[config.mk]
export PLATFORM = sky130hd
export DESIGN_NAME = decode_dispatch_buffer
export DESIGN_NICKNAME = d
export VERILOG_FILES = /design/src/rtl/decode_dispatch_buffer.sv
export SDC_FILE = /design/constraint.sdc
export NUM_CORES = 2
export LEC_CHECK = 0
export CORE_UTILIZATION = 45
export DETAILED_ROUTE_END_ITERATION = 8
export PLACE_DENSITY = 0.77
export SLEW_MARGIN = 5
export SYNTH_ARGS = -nofsm -noshare
export SYNTH_HDL_FRONTEND = slang
export SYNTH_SLANG_ARGS = --single-unit
[constraint.sdc]
create_clock -name clk -period 5.95 [get_ports clk]
set_clock_uncertainty 0.15 [all_clocks]
set_input_delay 1.19 -clock clk [delete_from_list [all_inputs] [get_ports clk]]
set_output_delay 1.19 -clock clk [all_outputs]
set_load 0.005 [all_outputs]
[src/rtl/decode_dispatch_buffer.sv]
// In-order decode-to-dispatch FIFO with per-entry source-operand readiness,
// kept current by write-back wakeup broadcasts and bypassed to the outputs.
module decode_dispatch_buffer #(
  parameter int DEPTH     = 8,
  parameter int ENQ_WIDTH = 2,
  parameter int DEQ_WIDTH = 2,
  parameter int WB_PORTS  = 2,
  parameter int PREG_W    = 6,
  parameter int PAYLOAD_W = 128
) (
  input  logic                           clk,
  input  logic                           rst,
  input  logic                           flush,
  input  logic [ENQ_WIDTH-1:0]           in_valid,
  output logic                           in_ready,
  input  logic [ENQ_WIDTH-1:0]           in_uses_rs,
  input  logic [ENQ_WIDTH-1:0]           in_uses_rt,
  input  logic [ENQ_WIDTH*PREG_W-1:0]    in_phys_rs,
  input  logic [ENQ_WIDTH*PREG_W-1:0]    in_phys_rt,
  input  logic [ENQ_WIDTH-1:0]           in_rs_rdy,
  input  logic [ENQ_WIDTH-1:0]           in_rt_rdy,
  input  logic [ENQ_WIDTH*PAYLOAD_W-1:0] in_payload,
  input  logic [WB_PORTS-1:0]            wb_valid,
  input  logic [WB_PORTS*PREG_W-1:0]     wb_preg,
  output logic [DEQ_WIDTH-1:0]           out_valid,
  input  logic [DEQ_WIDTH-1:0]           out_accept,
  output logic [DEQ_WIDTH*PREG_W-1:0]    out_phys_rs,
  output logic [DEQ_WIDTH*PREG_W-1:0]    out_phys_rt,
  output logic [DEQ_WIDTH-1:0]           out_rs_rdy,
  output logic [DEQ_WIDTH-1:0]           out_rt_rdy,
  output logic [DEQ_WIDTH*PAYLOAD_W-1:0] out_payload,
  output logic [$clog2(DEPTH+1)-1:0]     count
);

  localparam int PTR_W = (DEPTH > 1) ? $clog2(DEPTH) : 1;
  localparam int CNT_W = $clog2(DEPTH + 1);

  logic [PTR_W-1:0]     head_q, head_d, tail_q, tail_d;
  logic [CNT_W-1:0]     count_q, count_d, n_enq, n_deq;
  logic [DEPTH-1:0]     valid_q, rs_rdy_q, rt_rdy_q;
  logic [PREG_W-1:0]    phys_rs_q [DEPTH];
  logic [PREG_W-1:0]    phys_rt_q [DEPTH];
  logic [PAYLOAD_W-1:0] payload_q [DEPTH];
  logic                 enq_fire;
  logic [ENQ_WIDTH-1:0] lane_rs_rdy, lane_rt_rdy;
  logic [PTR_W-1:0]     enq_idx [ENQ_WIDTH];
  logic [PTR_W-1:0]     deq_idx [DEQ_WIDTH];

  // Offsets never exceed DEPTH, so one conditional subtract wraps any DEPTH.
  function automatic logic [PTR_W-1:0] ptr_add(input logic [PTR_W-1:0] p,
                                               input logic [CNT_W-1:0] off);
    logic [CNT_W:0] s;
    s = (CNT_W+1)'(p) + (CNT_W+1)'(off);
    if (s >= (CNT_W+1)'(DEPTH)) s = s - (CNT_W+1)'(DEPTH);
    return s[PTR_W-1:0];
  endfunction

  function automatic logic wb_hit(input logic [PREG_W-1:0] preg,
                                  input logic [WB_PORTS-1:0] v,
                                  input logic [WB_PORTS*PREG_W-1:0] p);
    logic hit;
    hit = 1'b0;
    for (int k = 0; k < WB_PORTS; k++)
      if (v[k] && (p[k*PREG_W +: PREG_W] == preg)) hit = 1'b1;
    return hit;
  endfunction

  assign in_ready = (count_q <= CNT_W'(DEPTH - ENQ_WIDTH));
  assign count    = count_q;
  assign enq_fire = in_valid[0] & in_ready;

  always_comb begin
    n_enq = '0;
    n_deq = '0;
    if (enq_fire)
      for (int l = 0; l < ENQ_WIDTH; l++) n_enq = n_enq + CNT_W'(in_valid[l]);
    for (int j = 0; j < DEQ_WIDTH; j++) n_deq = n_deq + CNT_W'(out_accept[j]);
    head_d  = ptr_add(head_q, n_deq);
    tail_d  = ptr_add(tail_q, n_enq);
    count_d = count_q + n_enq - n_deq;
  end

  genvar gi;
  generate
    for (gi = 0; gi < ENQ_WIDTH; gi++) begin : g_enq
      assign enq_idx[gi]     = ptr_add(tail_q, CNT_W'(gi));
      assign lane_rs_rdy[gi] = ~in_uses_rs[gi] | in_rs_rdy[gi]
                             | (in_phys_rs[gi*PREG_W +: PREG_W] == '0)
                             | wb_hit(in_phys_rs[gi*PREG_W +: PREG_W], wb_valid, wb_preg);
      assign lane_rt_rdy[gi] = ~in_uses_rt[gi] | in_rt_rdy[gi]
                             | (in_phys_rt[gi*PREG_W +: PREG_W] == '0)
                             | wb_hit(in_phys_rt[gi*PREG_W +: PREG_W], wb_valid, wb_preg);
    end

    for (gi = 0; gi < DEQ_WIDTH; gi++) begin : g_deq
      assign deq_idx[gi]                          = ptr_add(head_q, CNT_W'(gi));
      assign out_valid[gi]                        = CNT_W'(gi) < count_q;
      assign out_phys_rs[gi*PREG_W +: PREG_W]     = phys_rs_q[deq_idx[gi]];
      assign out_phys_rt[gi*PREG_W +: PREG_W]     = phys_rt_q[deq_idx[gi]];
      assign out_payload[gi*PAYLOAD_W +: PAYLOAD_W] = payload_q[deq_idx[gi]];
      // Same-cycle bypass makes a wakeup visible to dispatch without waiting a cycle.
      assign out_rs_rdy[gi] = rs_rdy_q[deq_idx[gi]]
                            | wb_hit(phys_rs_q[deq_idx[gi]], wb_valid, wb_preg);
      assign out_rt_rdy[gi] = rt_rdy_q[deq_idx[gi]]
                            | wb_hit(phys_rt_q[deq_idx[gi]], wb_valid, wb_preg);
    end
  endgenerate

  always_ff @(posedge clk) begin
    if (rst || flush) begin
      head_q  <= '0;
      tail_q  <= '0;
      count_q <= '0;
      valid_q <= '0;
    end else begin
      head_q  <= head_d;
      tail_q  <= tail_d;
      count_q <= count_d;
      for (int i = 0; i < DEPTH; i++) begin
        if (valid_q[i] && wb_hit(phys_rs_q[i], wb_valid, wb_preg)) rs_rdy_q[i] <= 1'b1;
        if (valid_q[i] && wb_hit(phys_rt_q[i], wb_valid, wb_preg)) rt_rdy_q[i] <= 1'b1;
      end
      for (int j = 0; j < DEQ_WIDTH; j++)
        if (out_accept[j]) valid_q[deq_idx[j]] <= 1'b0;
      // Enqueue slots are always free, so they never collide with dequeued ones.
      for (int l = 0; l < ENQ_WIDTH; l++) begin
        if (enq_fire && in_valid[l]) begin
          valid_q[enq_idx[l]]  <= 1'b1;
          rs_rdy_q[enq_idx[l]] <= lane_rs_rdy[l];
          rt_rdy_q[enq_idx[l]] <= lane_rt_rdy[l];
        end
      end
    end
  end

  always_ff @(posedge clk) begin
    for (int l = 0; l < ENQ_WIDTH; l++) begin
      if (enq_fire && in_valid[l]) begin
        phys_rs_q[enq_idx[l]] <= in_phys_rs[l*PREG_W +: PREG_W];
        phys_rt_q[enq_idx[l]] <= in_phys_rt[l*PREG_W +: PREG_W];
        payload_q[enq_idx[l]] <= in_payload[l*PAYLOAD_W +: PAYLOAD_W];
      end
    end
  end

endmodule

==> out/metrics.yaml <==
max-cap-violations: 0
synth.avg_cell_area_sq_um: 14.5
coreArea_sq_um: 153000
r2r-end: "payload_q[1][0]"
hold_start: "valid_q[1]"
path_clk_slew_ns: 0.06
grt_max_degree: 130
path_cells: "ha_4 -> inv_2 -> buf_4 -> nor3_1 -> nor4_2 -> xor2_1 -> nand4_1 -> or4_1 -> nand3_1 -> clkdlybuf4s50_1"
rows: 143
grt_overflow_total: 0
gp_congestion: 0.958
cp_max_fo: 22
finalSetupTns_ns: 0
max-slew-margin-rel_pct: 17.1
syn_area_sq_um: 69600
endpoint: "out_rt_rdy[1]"
finalMaxSlewViolations: 0
p_total_mw: 22.1
htreeDepth: 4
place_area_sq_um: 78000
hold_class: "flop to flop"
ys_seq_area_share_pct: 49.5
r2r_cells: 8
grt_usage_pct: 27.9
place_hpwl_mm: 132
max_freq_mhz: 171
fin_nets: 5567
cpPeakStageDelay_ns: 0.54
stdcell_count: 7405
cts-root-buf: "clkbuf_16"
antenna_found_initial: 45
drtIter0Drc: 5039
grt_pass1_wl_mm: 322
area_growth_pct: 18.2
synth_edf_count: 1136
critPathArrivalTime_ns: 4.51
wl_mm: 222
crit_family: "buffers and inverters"
synth_top_area_cell: "edfxtp_1"
wl_per_cell_microns: 30.0
setup_viol: 0
setup_ws_ns: 0.101
cp_slowest_cell: "dfxtp_4"
synthArstFlopShare_pct: 0
vias: 47317
ios: 600
synth.distinct_cells: 52
syn-num-nets: 5114
io_buffers: 599
cts_sinks: 1154
drive_gt1_share_pct: 36.2
fin_util_pct: 53.8
grt_pass1_vias: 48110
critPathBufInv: 3
viasPerCell: 6.39
crit_path_start: "head_q[0]"
critPathCaptureType: "primary output"
critPathLaunchType: "flop"
netlist_instances: 4789
firstDrtPassIters: 6
mostFrequentLayoutCells: "1136 x edfxtp_1, 1105 x mux2_2, 721 x nand2_1, 598 x clkdlybuf4s50_1, 476 x mux4_2"
power_density_nw_per_um2: 269
ant_nets: 0
cp.depth: 10
reg2reg_from: "count[3]"
dp_cells: 7137
postCtsSetupBuffers: 0
start_util_pct: 45.5
status: "complete, no violations"
die_h_microns: 395
synth_top_cell_area_share_pct: 49.0
hold_violations: 0
hold_ws_ns: 0.431
peakVddDrop_v: 0.000254
period_needed_ns: 5.85
dieArea_sq_um: 156000
die_w_microns: 395
yosys-top-cells-area: "edfxtp_1 49%, mux2_2 18%, mux4_2 15%, nand2_1 4.0%, mux2i_1 2.5%"
drc: 0
dp_slack_ns: 0.920
numCtsBuffers: 133
clockBufferDepth: 3
yosysWarnings: 0
tritoncts: "built"
power.leakage_nw: 27.4
clock_latency_ns: 0.78
cp_data_required_time_ns: 4.61
rsz0062_at_grt: "false"
min_period_over_period_pct: 98.3
synth-seq-cells: 1154
final_cell_area_sq_um: 82300
final_common_cell: "edfxtp_1"
worst_pin_slew_ns: 1.24
worstSetupPathType: "flop to primary output"
synth_ff_type: "edfxtp_1"
rrSetupSlack_ns: 2.07
sequential cells by signal (all words and copies together) (netlist names):
signal and flops:
phys_rt_q 48, valid_q 8, head_q 3, payload_q 1024
rt_rdy_q 8, rs_rdy_q 8, phys_rs_q 48, tail_q 3
count 4
layer usage:
| metal | GRT usage [%] | vias to the layer above | share of wire (%) |
|---|---|---|---|
| li1 | - | 19653 | - |
| met1 | 35.6 | 24275 | 38 |
| met2 | 45.3 | 2825 | 48 |
| met3 | 6.85 | 526 | 11 |
| met4 | 11.8 | 38 | 3.8 |
| met5 | 0 | - | 0.10 |
kinds of logic after synthesis:
logic type / count (synthesis) / synth area share [%]
xor+xnor: 296 / 3.75
fa+ha+maj: 16 / 0.331
mux: 1780 / 36.3
buf+inv: 443 / 2.75
flops: 1154 / 49.5
simple gates: 942 / 5.81
compound gates: 158 / 1.58
power by group:
part,switching [mW],internal [mW],total (mW)
clock,3.47,4.58,8.05
combinational,2.23,2.29,4.52
sequential,0.189,9.35,9.54
cell usage after synthesis (15+ instances only):
| cell | instances |
|---|---|
| buf_2 | 159 |
| nand2_1 | 733 |
| nor3_1 | 15 |
| o211ai_1 | 20 |
| mux4_2 | 476 |
| mux2_1 | 20 |
| inv_1 | 44 |
| mux2_2 | 1105 |
| clkbuf_1 | 193 |
| xor2_1 | 145 |
| dfxtp_1 | 18 |
| buf_1 | 37 |
| o221ai_1 | 19 |
| o22ai_1 | 52 |
| edfxtp_1 | 1136 |
| or2_2 | 24 |
| nand4_1 | 55 |
| nor4_1 | 36 |
| mux2i_1 | 174 |
| o21ai_0 | 28 |
| xnor2_1 | 149 |
| nor2_1 | 15 |
worst reg2reg max path: cells and delay by family, from the launching register on:
kind            cells  cell delay (ns)
compound gates      1             0.44
fa+ha+maj           1             0.21
buf+inv             2             0.56
flops               1             0.43
simple gates        4             1.76
repair_timing:
action                                  CTS  global route
endpoints found under the setup margin    0             1
gates resized for setup                   0             1
hold buffers                              0             0
cell type report:
cell class	count	area, sq um
Timing Repair Buffer	717	7390
Antenna cell	31	77.6
Clock buffer	172	3540
Fill cell	12311	70500
Multi-Input combinational cell	3192	33400
Clock inverter	65	642
Inverter	44	165
Tap cell	2030	2540
Sequential cell	1154	34500
worst min path at each step:
stage	endpoint	cells after the start
2_1_floorplan	valid_q[0]	2
3_3_place_gp	valid_q[1]	2
3_5_place_dp	valid_q[1]	2
4_1_cts	valid_q[1]	2
5_1_grt	valid_q[1]	2
6_report	valid_q[1]	2
(Power assumes the default switching activity.)
